===== src/rtl/fetch_if.sv =====
// Fetch-unit bus: instruction memory port, redirect input and decode handshake.
// master = fetch_unit, slave = memory/decode side.
interface fetch_if;
  logic [31:0] mem_addr;
  logic [31:0] mem_inst;
  logic        redirect_valid;
  logic [31:0] redirect_pc;
  logic        inst_valid;
  logic        inst_ready;
  logic [31:0] inst;
  logic [31:0] inst_pc;

  modport master (
    output mem_addr, inst_valid, inst, inst_pc,
    input  mem_inst, redirect_valid, redirect_pc, inst_ready
  );

  modport slave (
    input  mem_addr, inst_valid, inst, inst_pc,
    output mem_inst, redirect_valid, redirect_pc, inst_ready
  );
endinterface


===== src/rtl/fetch_unit.sv =====
// Instruction fetch front end: PC sequencing, one-cycle memory latency tracking, return FIFO.
// Define FETCH_BYPASS_EN to forward returning data straight to decode when the FIFO is empty.
module fetch_unit #(
  parameter logic [31:0] RESET_PC = 32'h0000_0000,
  parameter int unsigned DEPTH    = 2
) (
  input logic      clk,
  input logic      rst,
  fetch_if.master  bus
);

  localparam int unsigned AW = $clog2(DEPTH);
  typedef logic [AW:0] cnt_t;

  logic [31:0]   pc_q, pc_d;
  logic [31:0]   inflight_pc_q, inflight_pc_d;
  logic          inflight_q, inflight_d;
  logic [AW-1:0] rd_ptr_q, rd_ptr_d, wr_ptr_q, wr_ptr_d;
  cnt_t          count_q, count_d;
  logic [31:0]   fifo_inst_q [DEPTH];
  logic [31:0]   fifo_pc_q   [DEPTH];

  logic fifo_empty, capture, bypass, pop, fifo_pop, push, issue;
  cnt_t credit;

  assign bus.mem_addr = {2'b00, pc_q[31:2]};
  assign fifo_empty   = (count_q == '0);
  assign capture      = inflight_q && !bus.redirect_valid;

`ifdef FETCH_BYPASS_EN
  assign bypass = capture && fifo_empty;
`else
  assign bypass = 1'b0;
`endif

  always_comb begin
    bus.inst_valid = 1'b0;
    bus.inst       = '0;
    bus.inst_pc    = '0;
    if (!fifo_empty) begin
      bus.inst_valid = 1'b1;
      bus.inst       = fifo_inst_q[rd_ptr_q];
      bus.inst_pc    = fifo_pc_q[rd_ptr_q];
    end else if (bypass) begin
      bus.inst_valid = 1'b1;
      bus.inst       = bus.mem_inst;
      bus.inst_pc    = inflight_pc_q;
    end
  end

  assign pop      = bus.inst_valid && bus.inst_ready;
  assign fifo_pop = pop && !fifo_empty;
  // A bypassed word that decode takes this cycle never needs a FIFO slot.
  assign push     = capture && !(bypass && pop);
  // Slots already promised: buffered words plus the one still in memory, minus what leaves now.
  assign credit   = count_q + cnt_t'(inflight_q) - cnt_t'(pop);
  assign issue    = !bus.redirect_valid && (credit < cnt_t'(DEPTH));

  always_comb begin
    pc_d          = pc_q;
    inflight_d    = 1'b0;
    inflight_pc_d = inflight_pc_q;
    rd_ptr_d      = rd_ptr_q;
    wr_ptr_d      = wr_ptr_q;
    count_d       = count_q;
    if (bus.redirect_valid) begin
      pc_d     = {bus.redirect_pc[31:2], 2'b00};
      rd_ptr_d = '0;
      wr_ptr_d = '0;
      count_d  = '0;
    end else begin
      if (issue) begin
        inflight_d    = 1'b1;
        inflight_pc_d = pc_q;
        pc_d          = pc_q + 32'd4;
      end
      if (push)     wr_ptr_d = wr_ptr_q + AW'(1);
      if (fifo_pop) rd_ptr_d = rd_ptr_q + AW'(1);
      count_d = count_q + cnt_t'(push) - cnt_t'(fifo_pop);
    end
  end

  always_ff @(posedge clk or negedge rst) begin
    if (!rst) begin
      pc_q          <= RESET_PC;
      inflight_q    <= 1'b0;
      inflight_pc_q <= '0;
      rd_ptr_q      <= '0;
      wr_ptr_q      <= '0;
      count_q       <= '0;
    end else begin
      pc_q          <= pc_d;
      inflight_q    <= inflight_d;
      inflight_pc_q <= inflight_pc_d;
      rd_ptr_q      <= rd_ptr_d;
      wr_ptr_q      <= wr_ptr_d;
      count_q       <= count_d;
    end
  end

  // Storage needs no reset: entries are only visible while count_q covers them.
  always_ff @(posedge clk) begin
    if (push) begin
      fifo_inst_q[wr_ptr_q] <= bus.mem_inst;
      fifo_pc_q[wr_ptr_q]   <= inflight_pc_q;
    end
  end

`ifndef SYNTHESIS
  push_not_full_a: assert property (@(posedge clk) disable iff (!rst)
    !(push && (count_q == cnt_t'(DEPTH))));
`endif

endmodule


===== src/flat_wrapper.sv =====
// flat-port wrapper written by rule: the top's interface ports become plain ports
module fetch_unit_flat 
#(
  parameter logic [31:0] RESET_PC = 32'h0000_0000,
  parameter int unsigned DEPTH    = 2
)
  (clk, rst, bus_mem_addr, bus_inst_valid, bus_inst, bus_inst_pc, bus_mem_inst, bus_redirect_valid, bus_redirect_pc, bus_inst_ready);
  fetch_if bus_i ();
  input logic clk;
  input logic rst;
  output wire logic [$bits(bus_i.mem_addr)-1:0] bus_mem_addr;
  output wire logic [$bits(bus_i.inst_valid)-1:0] bus_inst_valid;
  output wire logic [$bits(bus_i.inst)-1:0] bus_inst;
  output wire logic [$bits(bus_i.inst_pc)-1:0] bus_inst_pc;
  input wire logic [$bits(bus_i.mem_inst)-1:0] bus_mem_inst;
  input wire logic [$bits(bus_i.redirect_valid)-1:0] bus_redirect_valid;
  input wire logic [$bits(bus_i.redirect_pc)-1:0] bus_redirect_pc;
  input wire logic [$bits(bus_i.inst_ready)-1:0] bus_inst_ready;
  assign bus_mem_addr = bus_i.mem_addr;
  assign bus_inst_valid = bus_i.inst_valid;
  assign bus_inst = bus_i.inst;
  assign bus_inst_pc = bus_i.inst_pc;
  assign bus_i.mem_inst = bus_mem_inst;
  assign bus_i.redirect_valid = bus_redirect_valid;
  assign bus_i.redirect_pc = bus_redirect_pc;
  assign bus_i.inst_ready = bus_inst_ready;
  fetch_unit #(.RESET_PC(RESET_PC), .DEPTH(DEPTH)) u_core (.clk(clk), .rst(rst), .bus(bus_i));
endmodule

===== config.mk =====
export PLATFORM = sky130hd
export DESIGN_NAME = fetch_unit_flat
export DESIGN_NICKNAME = d
export VERILOG_FILES = /design/src/rtl/fetch_if.sv /design/src/rtl/fetch_unit.sv /design/src/flat_wrapper.sv
export SDC_FILE = /design/constraint.sdc
export NUM_CORES = 1
export LEC_CHECK = 0
export BUFFER_PORTS_ARGS = -buffer_cell sky130_fd_sc_hd__buf_2
export CAP_MARGIN = 20
export CORE_MARGIN = 4
export CORE_UTILIZATION = 45
export DETAILED_ROUTE_END_ITERATION = 10
export MAX_ROUTING_LAYER = met4
export PLACE_DENSITY = 0.67
export SLEW_MARGIN = 0
export SYNTH_ARGS = -nofsm -noshare
export SYNTH_HDL_FRONTEND = slang
export SYNTH_SLANG_ARGS = --single-unit

===== constraint.sdc =====
create_clock -name clk -period 11.94 [get_ports clk]
set_input_delay 1.194 -clock clk [delete_from_list [all_inputs] [get_ports clk]]
set_output_delay 1.194 -clock clk [all_outputs]
set_load 0.02 [all_outputs]

==> results of run 1 <==
## per-layer routing
layer	GRT usage, %	part of all wire (%)	vias up
met5	-	0	-
li1	-	-	2345
met3	4.24	5.7	13
met4	4.39	0.80	0
met2	30.5	51	145
met1	22.7	43	2455
## worst max-delay path, delay by kind of cell (launching register included)
family,cells,cell delay [ns]
XOR/XNOR,1,0.18
multiplexers,1,0.42
AND/OR/NAND/NOR,4,1.53
adder cells (fa/ha/maj),1,0.30
flip-flops,1,0.50
buffers and inverters,2,0.71
## layout make-up
type | count | share of cell area (%)
Tap cell | 225 | 2.92
Sequential cell | 189 | 55.5
Inverter | 7 | 0.273
Antenna cell | 1 | 0.0260
Clock buffer | 18 | 4.45
Multi-Input combinational cell | 337 | 25.6
Clock inverter | 14 | 2.23
Timing Repair Buffer | 165 | 8.96
## flip-flops by register name, summed over array words and instances (netlist names)
name,cells
u_core.inflight_pc_q,30
u_core.pc_q,30
u_core.inflight_q,1
u_core.count_q,2
u_core.fifo_inst_q,64
u_core.wr_ptr_q,1
u_core.fifo_pc_q,60
u_core.rd_ptr_q,1
## worst min-delay path by stage
stage,end,depth (start not counted),slack [ns],from
floorplan,u_core.fifo_pc_q[0][10],0,0.44,u_core.inflight_pc_q[10]
global placement,u_core.fifo_pc_q[1][10],0,0.44,u_core.inflight_pc_q[10]
detailed placement,u_core.fifo_pc_q[0][29],0,0.46,u_core.inflight_pc_q[29]
CTS,u_core.fifo_pc_q[0][29],0,0.47,u_core.inflight_pc_q[29]
global route,u_core.fifo_pc_q[0][30],0,0.48,u_core.inflight_pc_q[30]
finish,u_core.fifo_pc_q[0][24],0,0.47,u_core.inflight_pc_q[24]
## kinds of logic (layout without fill, tap and decap cells)
logic type / Yosys count / in the layout / share of synthesized area (%)
xor gates and xnor gates: 34 / 34 / 3.94
AOI/OAI and AO/OA: 46 / 46 / 4.43
other: 1 / 5 / 0.0472
DFF: 189 / 189 / 67.4
adders and majority gates: 4 / 4 / 0.631
and+or+nand+nor: 154 / 154 / 9.08
muxes: 95 / 95 / 12.5
buffers and inverters: 36 / 204 / 1.99
## cell usage in the layout (no fill, tap or decap), types with 2 or more instances in the layout
cell type / instances
sky130_fd_sc_hd__a2111oi_2: 5
sky130_fd_sc_hd__a211o_1: 3
sky130_fd_sc_hd__a31oi_1: 2
sky130_fd_sc_hd__and2_1: 6
sky130_fd_sc_hd__and3_1: 4
sky130_fd_sc_hd__and4_1: 5
sky130_fd_sc_hd__buf_2: 158
sky130_fd_sc_hd__buf_4: 6
sky130_fd_sc_hd__bufinv_16: 5
sky130_fd_sc_hd__clkbuf_16: 17
sky130_fd_sc_hd__clkinv_1: 2
sky130_fd_sc_hd__clkinvlp_4: 2
sky130_fd_sc_hd__conb_1: 4
sky130_fd_sc_hd__dfrtp_1: 64
sky130_fd_sc_hd__edfxtp_1: 124
sky130_fd_sc_hd__ha_1: 4
sky130_fd_sc_hd__inv_1: 7
sky130_fd_sc_hd__inv_6: 2
sky130_fd_sc_hd__mux2_2: 32
sky130_fd_sc_hd__mux2i_1: 63
sky130_fd_sc_hd__nand2_1: 36
sky130_fd_sc_hd__nand3_1: 6
sky130_fd_sc_hd__nand3_2: 2
sky130_fd_sc_hd__nand4_1: 8
sky130_fd_sc_hd__nor2_1: 69
sky130_fd_sc_hd__nor2_4: 2
sky130_fd_sc_hd__nor2b_1: 2
sky130_fd_sc_hd__nor3_1: 3
sky130_fd_sc_hd__nor3_2: 2
sky130_fd_sc_hd__nor4_1: 2
sky130_fd_sc_hd__o2111ai_1: 7
sky130_fd_sc_hd__o21ai_0: 16
sky130_fd_sc_hd__o21ai_1: 9
sky130_fd_sc_hd__xnor2_1: 18
sky130_fd_sc_hd__xor2_1: 14
## metrics by stage
| stage | total power [uW] | hold WS [ns] |
|---|---|---|
| after global routing | 2350 | 0.484 |
| after detailed placement | 1640 | 0.456 |
| final | 2230 | 0.471 |
| after CTS | 2250 | 0.471 |
| after global placement | 1610 | 0.445 |
| after floorplan | 1420 | 0.438 |
## power breakdown
part	internal, uW	leakage [uW]	switching [uW]	total [uW]
clock network	373	0.000308	235	608
logic	244	0.00155	392	636
registers	884	0.00192	97.5	982
total	1500	0.00378	725	2230
==> metrics.md, run 1 <==
| Metric | Value |
|---|---|
| Status | `completed` |
| Ordered list of cells on the worst path | `nor2_4 > buf_4 > inv_1 > and2_1 > ha_1 > and2b_1 > xnor2_1 > nor2_4 > mux2_2` |
| Smallest setup slack after layout | `8.17 ns` |
| Endpoint class of the critical path | `register` |
| Final critical delay including setup and external delays | `roughly 3.8 ns` |
| Worst R2R Path Depth | `9` |
| Most common cell in the netlist | `sky130_fd_sc_hd__edfxtp_1` |
| Number of global-route vias before repair | `5296` |
| Worst setup path start | `u_core.count_q[1]` |
| Detail Placement HPWL | `between 10000 and 15000 um` |
| Worst hold path class | `register to register` |
| Crit path to | `u_core.inflight_pc_q[18]` |
| Effective utilization at floorplan | `a little under half` |
| Hold-fix buffers at CTS | `0` |
| Clock latency at the later pin of the worst-skew pair | `between 0.4 and 0.5 ns` |
| Core footprint | `about 0.017 mm^2` |
| Final-report hold violation count | `0` |
| CP Data Required Time | `between 10 and 15 ns` |
| Detail-routed via count per cell | `a little over 5` |
| Number of flops mapped to enable cells by yosys | `roughly 120` |
| Global-route wire length before repair | `27500 um` |
| Yosys warnings | `0` |
| Proportion of layout cells with a drive suffix above 1 | `~33%` |
| Post-synthesis cell area | `about 0.0079 mm^2` |
| Total congestion overflow after global routing | `0` |
| Largest net degree at the start of global routing | `66` |
| Peak clock frequency supported by timing | `approximately 270 MHz` |
| Setup-failing EPs final | `0` |
| Final std cell area, no fill | `about 0.0096 mm^2` |
| Fraction of post-synthesis cell area in the top cell type by area | `a little under half` |
| Wire length per cell | `17.8 um` |
| Setup total negative slack | `0 ns` |
| Cell taking the most area after synthesis | `sky130_fd_sc_hd__edfxtp_1` |
| Die W | `around 140 um` |
| Cts repair resizes | `0` |
| TritonCTS Sinks | `around 190` |
| Static Leakage | `roughly 0.0038 uW` |
| Post-synthesis average cell area | `around 14 um^2` |
| Gpl congestion | `roughly 0.83` |
| Post-CTS repair timing setup buffer count | `0` |
| Number of remaining DRC errors | `0` |
| Total placed cells including tap cells | `922` |
| CTS tree | `done` |
| Clock edge transition at the registers on the reported setup and hold paths | `0.07 ns` |
| Portion of the post-synthesis area used by sequential elements | `between 60 and 70%` |
| Overall track demand over capacity in global routing | `a little under a fifth` |
| Max clock buf depth | `2` |
| I/O pin total | `about 170` |
| Dominant synthesized flop cell | `sky130_fd_sc_hd__edfxtp_1` |
| Largest cells by area after synthesis | `sky130_fd_sc_hd__edfxtp_1 (47%), sky130_fd_sc_hd__dfrtp_1 (20%), sky130_fd_sc_hd__mux2i_1 (7.9%)` |
| Max-cap check violation count | `0` |
| Data arrival time of the critical path | `around 4.1 ns` |
| Critical path's largest stage delay | `between 0.8 and 0.9 ns` |
| Pin slew with the least headroom to its limit | `a little over 1 ns` |
| Worst clock skew | `a little under 0.007 ns` |
| Number of max-slew violations in the final report | `0` |
| Max stage delay cell, worst path | `sky130_fd_sc_hd__nor2_4` |
| Worst-case register-to-register setup slack | `slightly above 8 ns` |
| Area taken by flip-flops and latches | `roughly 0.0054 mm^2` |
| Mapped Cells | `between 500 and 600` |
| RSZ-0062 raised after global routing | `false` |
| Master cell of the clock root buffer | `sky130_fd_sc_hd__clkbuf_16` |
| Crit Reg-Reg Endpoint | `u_core.inflight_pc_q[18]` |
| Synth-to-Final Area Change | `21.4%` |
| Async S/R FF share, synth | `34.4%` |
| Distinct cells, synth | `between 40 and 50` |
| Total Die Area | `between 0.015 and 0.02 mm^2` |
| Violation count after the first detailed-routing iteration | `around 170` |
| DIE HEIGHT | `141 um` |
| Top fanout value on the critical path | `63` |
| Routed via count | `just under 5000` |
| Element type at the critical path start | `register` |
| Setup slack at placement | `around 8.1 ns` |
| Post-layout util | `between 50% and 60%` |
| Filler cell count | `about 1500` |
| Critical Setup Path Class | `register to register` |
| Crit share post-route | `31.6%` |
| Total clock buffers created by CTS | `17` |
| Worst slew margin relative to its limit | `31.8%` |
| Reg2Reg Launch Point | `u_core.count_q[1]` |
| Number of standard-cell rows in the floorplan | `48` |
| Total iterations of the first detailed-routing run | `4` |
| Net total in the final layout | `789` |
| Deepest level of the CTS H-tree | `4` |
| Top cell types by occurrence after synthesis | `sky130_fd_sc_hd__edfxtp_1 (124), sky130_fd_sc_hd__nor2_1 (71), sky130_fd_sc_hd__dfrtp_1 (65), sky130_fd_sc_hd__mux2i_1 (63), sky130_fd_sc_hd__nand2_1 (36)` |
| Maximum ir drop on the vdd rail | `between 0.0001 and 0.00015 V` |
| ANT nets after route | `0` |
| Overall routed net length | `approximately 17000 um` |
| Final non-filler cell total | `roughly 960` |
| Yosys reg bits | `about 190` |
| Number of antenna violations at the first check in global routing | `1` |
| Total area of multi-input combinational cells | `approximately 0.0025 mm^2` |
| CP most frequent cell | `sky130_fd_sc_hd__nor2_4` |
| Pwr Density | `231 mW/mm^2` |
| Post-placement cell area | `around 0.009 mm^2` |
| Number of buffer cells added on primary ports | `about 160` |
Note: power is estimated with default switching activity, not from simulation.
==> run 2, diff against run 1 <==
- PLACE_DENSITY: 0.67 -> 0.69
- clock period: 11.94 -> 3.1 ns (I/O delays scaled with it)
==> run 2 against run 1 <==
Global-route usage shrank 0.15 points. Core utilization shrank 0.31 points. Non-clock buffer count grew 7. Clock skew grew 0.012 ns. Combinational power grew to 3.9 times the previous value. Largest cell class unchanged.
==> metrics.md, run 2 (synthesis gave the netlist of run 1 again) <==
| Metric | Value |
|---|---|
| Post-placement cell area | `~0.0090 mm^2` |
| Ordered list of cells on the worst path | `nor2_4 > inv_1 > and2_1 > ha_1 > xnor2_2 > nand3_2 > a2111oi_4 > a21o_1 > a31oi_1` |
| Number of antenna violations at the first check in global routing | `2` |
| Pwr Density | `862 mW/mm^2` |
| Die W | `approximately 140 um` |
| Largest register by flop count | `u_core.fifo_inst_q` |
| Static Leakage | `0.00378 uW` |
| CP top delay family | `compound AO/OA/AOI/OAI gates` |
| Worst hold path class | `input port to register` |
| Cts repair resizes | `0` |
| RSZ-0062 raised after global routing | `false` |
| Net total in the final layout | `796` |
| Synth-to-Final Area Change | `20.7%` |
| Violation count after the first detailed-routing iteration | `263` |
| Pin slew with the least headroom to its limit | `0.902 ns` |
| Post-CTS repair timing setup buffer count | `0` |
| Data arrival time of the critical path | `2.97 ns` |
| Total clock buffers created by CTS | `17` |
| Max-cap check violation count | `0` |
| Top fanout value on the critical path | `9` |
| Gpl congestion | `0.807` |
| Routed via count | `~4900` |
| Crit share post-route | `between 80% and 90%` |
| DIE HEIGHT | `141 um` |
| Clock edge transition at the registers on the reported setup and hold paths | `roughly 0.060 ns` |
| Total Die Area | `roughly 0.020 mm^2` |
| Number of standard-cell rows in the floorplan | `48` |
| Overall routed net length | `roughly 17000 um` |
| Master cell of the clock root buffer | `sky130_fd_sc_hd__clkbuf_16` |
| Total iterations of the first detailed-routing run | `4` |
| Max clock buf depth | `2` |
| Final critical delay including setup and external delays | `between 2 and 3 ns` |
| TritonCTS Sinks | `between 150 and 200` |
| Filler cell count | `between 1000 and 1500` |
| Number of global-route vias before repair | `~5200` |
| Registers with the highest flip-flop counts | `u_core.fifo_inst_q: 64 flops, u_core.fifo_pc_q: 60 flops` |
| Worst clock skew | `0.0186 ns` |
| Clock latency at the later pin of the worst-skew pair | `about 0.43 ns` |
| Maximum ir drop on the vdd rail | `between 0.0005 and 0.0006 V` |
| Final std cell area, no fill | `about 0.0096 mm^2` |
| Effective utilization at floorplan | `45.9%` |
| Core footprint | `about 0.017 mm^2` |
| I/O pin total | `165` |
| Number of max-slew violations in the final report | `0` |
| Peak clock frequency supported by timing | `~370 MHz` |
| Worst slew margin relative to its limit | `~40%` |
| Sum of internal, switching and leakage power | `8260 uW` |
| Commonest cells after routing, fill and taps aside | `sky130_fd_sc_hd__buf_2 (158), sky130_fd_sc_hd__edfxtp_1 (124), sky130_fd_sc_hd__nor2_1 (69)` |
| Number of flip-flops in the largest register | `64` |
| Element type at the critical path start | `register` |
| Number of buffer cells added on primary ports | `between 150 and 200` |
| ANT nets after route | `0` |
| Detail Placement HPWL | `between 10000 and 15000 um` |
| Largest net degree at the start of global routing | `63` |
| Total congestion overflow after global routing | `0` |
| Endpoint class of the critical path | `register` |
| Detail-routed via count per cell | `5.10` |
| Wire length per cell | `around 18 um` |
| Deepest level of the CTS H-tree | `4` |
| Number of remaining DRC errors | `0` |
| Critical path's largest stage delay | `between 0.5 and 0.6 ns` |
| Overall track demand over capacity in global routing | `approximately 18%` |
| Setup total negative slack | `0 ns` |
| Proportion of layout cells with a drive suffix above 1 | `~34%` |
| CTS tree | `done` |
| Max stage delay cell, worst path | `sky130_fd_sc_hd__a2111oi_4` |
| Final-report hold violation count | `0` |
| CP Data Required Time | `about 3.4 ns` |
| Leading cell type in the layout, fill and taps excluded | `sky130_fd_sc_hd__buf_2` |
| Critical Setup Path Class | `register to register` |
| Global-route wire length before repair | `roughly 27000 um` |
| Status | `completed` |
| Setup-failing EPs final | `0` |
| Buffers & Inverters on Critical Path | `1` |
-- run 2: cell count changes in the layout (fill, tap and decap cells not counted) --
cell	previous run	this run
sky130_fd_sc_hd__buf_4	6	12
sky130_fd_sc_hd__bufinv_16	5	1
sky130_fd_sc_hd__clkinv_2	1	5
sky130_fd_sc_hd__clkbuf_1	1	3
sky130_fd_sc_hd__clkinvlp_4	2	0
sky130_fd_sc_hd__buf_12	0	1
sky130_fd_sc_hd__buf_16	1	0
sky130_fd_sc_hd__diode_2	1	2
sky130_fd_sc_hd__dlygate4sd3_1	0	1
sky130_fd_sc_hd__inv_6	2	3
sky130_fd_sc_hd__inv_8	1	0
sky130_fd_sc_hd__nor3_2	2	1
sky130_fd_sc_hd__nor3_4	0	1
-- run 2: routing by layer --
layer | GRT usage, % | up-vias | wire length, um
met3 | 3.90 | 18 | 888
met4 | 6.32 | 0 | 248
met2 | 30.1 | 143 | 8530
met5 | - | - | 0
met1 | 21.9 | 2388 | 7250
li1 | - | 2365 | -
-- run 2: repair_timing --
action | CTS | global route
hold buffers | 1 | 0
hold endpoints to repair | 18 | 0
setup endpoints to repair | 0 | 0
-- run 2: power breakdown --
part           internal [uW]  switching [uW]
Clock                   1100             893
Sequential              3410             386
Combinational            965            1510
-- run 2: worst paths after layout --
| path | startpoint | to | slack [ns] | cells past startpoint |
|---|---|---|---|---|
| max | u_core.count_q[1] | u_core.pc_q[28] | 0.43 | 9 |
| min | bus_mem_inst[28] | u_core.fifo_inst_q[1][28] | 0.07 | 1 |
| max reg2reg | u_core.count_q[1] | u_core.pc_q[28] | 0.43 | 9 |
| min reg2reg | u_core.inflight_pc_q[13] | u_core.fifo_pc_q[1][13] | 0.47 | 0 |
| max in group asynchronous | rst | u_core.rd_ptr_q | 1.98 | 3 |
| min in group asynchronous | rst | u_core.inflight_pc_q[12] | 0.36 | 2 |
-- run 2: area by class of cell --
class	count	area, um^2	area share, %
antenna	2	5.00	0.0522
clock buffer	20	437	4.56
clock inverter	12	97.6	1.02
inverter	7	26.3	0.274
multi-input combinational	337	2470	25.8
sequential	189	5350	55.9
tap	225	282	2.94
timing repair buffer	172	911	9.50
-- run 2: metrics by stage --
step	worst slack, ns	hold WS, ns	utilization [%]	cells
2_1_floorplan	0.184	0.0144	-	562
3_3_place_gp	0.511	0.278	52.2	929
3_5_place_dp	0.480	0.281	52.2	929
4_1_cts	0.438	0.0467	55.4	962
5_1_grt	0.293	0.0512	55.4	964
6_report	0.429	0.0697	55.4	964
==> run 3, diff against run 2 <==
- ABC_AREA: unset -> 1
- CORE_UTILIZATION: 45 -> 50
- PLACE_DENSITY: 0.69 -> 0.75
==> run 3 against run 2 <==
Die area down 5.7%. Area after synthesis grew 4.4%. Synthesized cell count grew 50%. Design area grew 3.9%. Via count grew 24%. Worst hold slack got worse by 0.0043 ns. Clock-buffer cell count is 1 lower. Non-clock buffer count stayed put. Clock skew is 0.0074 ns lower.
==> metrics.md, run 3 <==
| Metric | Value |
|---|---|
| Status | `completed` |
| Dominant combinational cell family by area after synthesis | `simple AND/OR/NAND/NOR gates` |
| Max-cap check violation count | `0` |
| Dominant synthesized flop cell | `sky130_fd_sc_hd__edfxtp_1` |
| Distinct cells, synth | `35` |
| Deepest level of the CTS H-tree | `4` |
| Number of flip-flops in the largest register | `64` |
| Overall routed net length | `roughly 18000 um` |
| Largest register by flop count | `u_core.fifo_inst_q` |
| Yosys warnings | `0` |
| Largest net degree at the start of global routing | `65` |
| Number of standard-cell rows in the floorplan | `46` |
| Smallest setup slack after layout | `a little under 0.8 ns` |
| DIE HEIGHT | `between 100 and 150 um` |
| Number of buffer cells added on primary ports | `roughly 160` |
| CTS tree | `done` |
| Final critical delay including setup and external delays | `about 2.3 ns` |
| Pin slew with the least headroom to its limit | `a little over 0.7 ns` |
| RSZ-0062 raised after global routing | `false` |
| Die W | `between 100 and 150 um` |
| Registers with the highest flip-flop counts | `u_core.fifo_inst_q: 64 flops, u_core.fifo_pc_q: 60 flops` |
| Sum of internal, switching and leakage power | `9720 uW` |
| Max clock buf depth | `2` |
| Number of flops mapped to enable cells by yosys | `approximately 120` |
| Worst clock skew | `~0.011 ns` |
| Violation count after the first detailed-routing iteration | `a little over 300` |
| Gpl congestion | `0.886` |
| Net total in the final layout | `roughly 1100` |
| Yosys reg bits | `189` |
| Endpoint class of the critical path | `register` |
| Post-layout util | `62.0%` |
| Routed via count | `~6100` |
| CP Data Required Time | `between 3 and 4 ns` |
| Top fanout value on the critical path | `37` |
| Wire length per cell | `approximately 15 um` |
| Peak clock frequency supported by timing | `432 MHz` |
| Parity-gate share of the synthesized area counting xor and xnor cells | `1.48%` |
| Buffers & Inverters on Critical Path | `4` |
| Post-placement cell area | `slightly above 0.009 mm^2` |
| Post-synthesis average cell area | `9.86 um^2` |
| Total clock buffers created by CTS | `17` |
| Total Die Area | `about 0.019 mm^2` |
| Master cell of the clock root buffer | `sky130_fd_sc_hd__clkbuf_16` |
| Crit share post-route | `between 70% and 80%` |
| Number of global-route vias before repair | `about 5800` |
| Worst hold path class | `input port to register` |
| Pwr Density | `around 980 mW/mm^2` |
| Area fraction in compound gates after synthesis | `approximately 6.5%` |
| Arithmetic-cell share of the synthesized area counting full adders, half adders and majority gates | `0.604%` |
| Detail Placement HPWL | `12500 um` |
| Setup slack at placement | `approximately 0.83 ns` |
| Proportion of layout cells with a drive suffix above 1 | `23.3%` |
| Clock edge transition at the registers on the reported setup and hold paths | `roughly 0.070 ns` |
| Critical path's largest stage delay | `approximately 0.44 ns` |
| Detail-routed via count per cell | `approximately 5.0` |
| Overall track demand over capacity in global routing | `20.8%` |
| Number of remaining DRC errors | `0` |
| CP top delay family | `buffers and inverters` |
| Commonest cells after routing, fill and taps aside | `sky130_fd_sc_hd__nand2_1 (314), sky130_fd_sc_hd__buf_2 (158), sky130_fd_sc_hd__edfxtp_1 (124)` |
| Post-synthesis cell area | `0.00829 mm^2` |
| Clock latency at the later pin of the worst-skew pair | `~0.43 ns` |
| I/O pin total | `approximately 170` |
| Critical Setup Path Class | `register to register` |
| Fraction of post-synthesis cell area in the top cell type by area | `44.9%` |
| Maximum ir drop on the vdd rail | `approximately 0.0005 V` |
| Number of max-slew violations in the final report | `0` |
| Synth-to-Final Area Change | `20.1%` |
| Ordered list of cells on the worst path | `nor2_4 > nor2_1 > ha_1 > inv_1 > nand2_1 > inv_1 > nand2_2 > nand3_2 > buf_4 > buf_4 > nand2_1 > o21ai_0` |
| Setup-failing EPs final | `0` |
| Mapped Cells | `around 840` |
| Max stage delay cell, worst path | `sky130_fd_sc_hd__dfrtp_1` |
| Data arrival time of the critical path | `around 2.7 ns` |
| Total congestion overflow after global routing | `0` |
| Leading cell type in the layout, fill and taps excluded | `sky130_fd_sc_hd__nand2_1` |
| Cts repair resizes | `0` |
| Global-route wire length before repair | `approximately 29000 um` |
| Async S/R FF share, synth | `between 30% and 40%` |
| Effective utilization at floorplan | `51.6%` |
| Element type at the critical path start | `register` |
| Cell taking the most area after synthesis | `sky130_fd_sc_hd__edfxtp_1` |
| Final-report hold violation count | `0` |
| Worst slew margin relative to its limit | `a little over half` |
| Portion of netlist area occupied by mux cells | `0%` |
| ANT nets after route | `0` |
| Hold Worst Slack | `roughly 0.065 ns` |
| Portion of the post-synthesis area used by sequential elements | `64.5%` |
| Simple logic cell fraction of the synthesized area | `a little over a fifth` |
| Largest cells by area after synthesis | `sky130_fd_sc_hd__edfxtp_1 (45%), sky130_fd_sc_hd__dfrtp_1 (20%), sky130_fd_sc_hd__nand2_1 (14%)` |
| Core footprint | `approximately 0.016 mm^2` |
| Final std cell area, no fill | `approximately 0.01 mm^2` |
| Static Leakage | `0.00445 uW` |
| Top cell types by occurrence after synthesis | `sky130_fd_sc_hd__nand2_1 (314), sky130_fd_sc_hd__edfxtp_1 (124), sky130_fd_sc_hd__dfrtp_1 (65), sky130_fd_sc_hd__a21oi_1 (63), sky130_fd_sc_hd__inv_1 (56)` |
| Most common cell in the netlist | `sky130_fd_sc_hd__nand2_1` |
| Total iterations of the first detailed-routing run | `6` |
| Number of antenna violations at the first check in global routing | `0` |
| Number of antenna cells inserted | `0` |
| TritonCTS Sinks | `between 150 and 200` |
run 3: worst paths after layout:
| path | from | end | slack (ns) | cells after the start |
|---|---|---|---|---|
| setup / recovery | u_core.count_q[1] | u_core.inflight_pc_q[9] | 0.79 | 12 |
| hold / removal | bus_mem_inst[3] | u_core.fifo_inst_q[1][3] | 0.07 | 1 |
| setup reg to reg | u_core.count_q[1] | u_core.inflight_pc_q[9] | 0.79 | 12 |
| min in group asynchronous | rst | u_core.pc_q[21] | 0.37 | 2 |
| max in group asynchronous | rst | u_core.inflight_pc_q[6] | 1.69 | 4 |
| hold reg to reg | u_core.inflight_pc_q[5] | u_core.fifo_pc_q[0][5] | 0.47 | 0 |
run 3: final cells by class:
| cell class | count | area, um^2 |
|---|---|---|
| well taps | 216 | 270 |
| repair buffers | 172 | 948 |
| fillers | 1348 | 6100 |
| flip-flops and latches | 189 | 5350 |
| clock buffers | 19 | 443 |
| multi-input cells | 556 | 2540 |
| inverters | 61 | 231 |
| clock inverters | 13 | 164 |
run 3: power by group:
part	total [uW]	internal, uW	switching [uW]	leakage, uW
Combinational	3560	1070	2480	0.00222
Sequential	3950	3430	518	0.00194
Clock	2220	1290	923	0.000290
run 3: cells by family (layout without fill, tap and decap cells):
kind of cell             count (synthesis)  after routing
buffers and inverters                   99            265
AND/OR/NAND/NOR                        436            436
adder cells (fa/ha/maj)                  4              4
other                                    1              4
XOR/XNOR                                14             14
AO/OA/AOI/OAI                           98             98
flip-flops                             189            189
run 3: through the flow:
step	setup TNS, ns	cells
floorplan	-81.76	844
global placement	0	1193
detailed placement	0	1193
CTS	0	1226
global route	0	1226
finish	0	1226
run 3: repair_timing:
action	in CTS	in global routing
buffers inserted	0	0
hold buffers	1	0
hold endpoints to repair	20	0
run 3: metal layers:
metal | up-vias | global-route usage [%] | part of all wire, %
li1 | 3074 | - | -
met1 | 2834 | 27.7 | 45
met2 | 171 | 32.8 | 48
met3 | 23 | 3.68 | 6.0
met4 | 0 | 6.83 | 1.4
met5 | - | - | 0
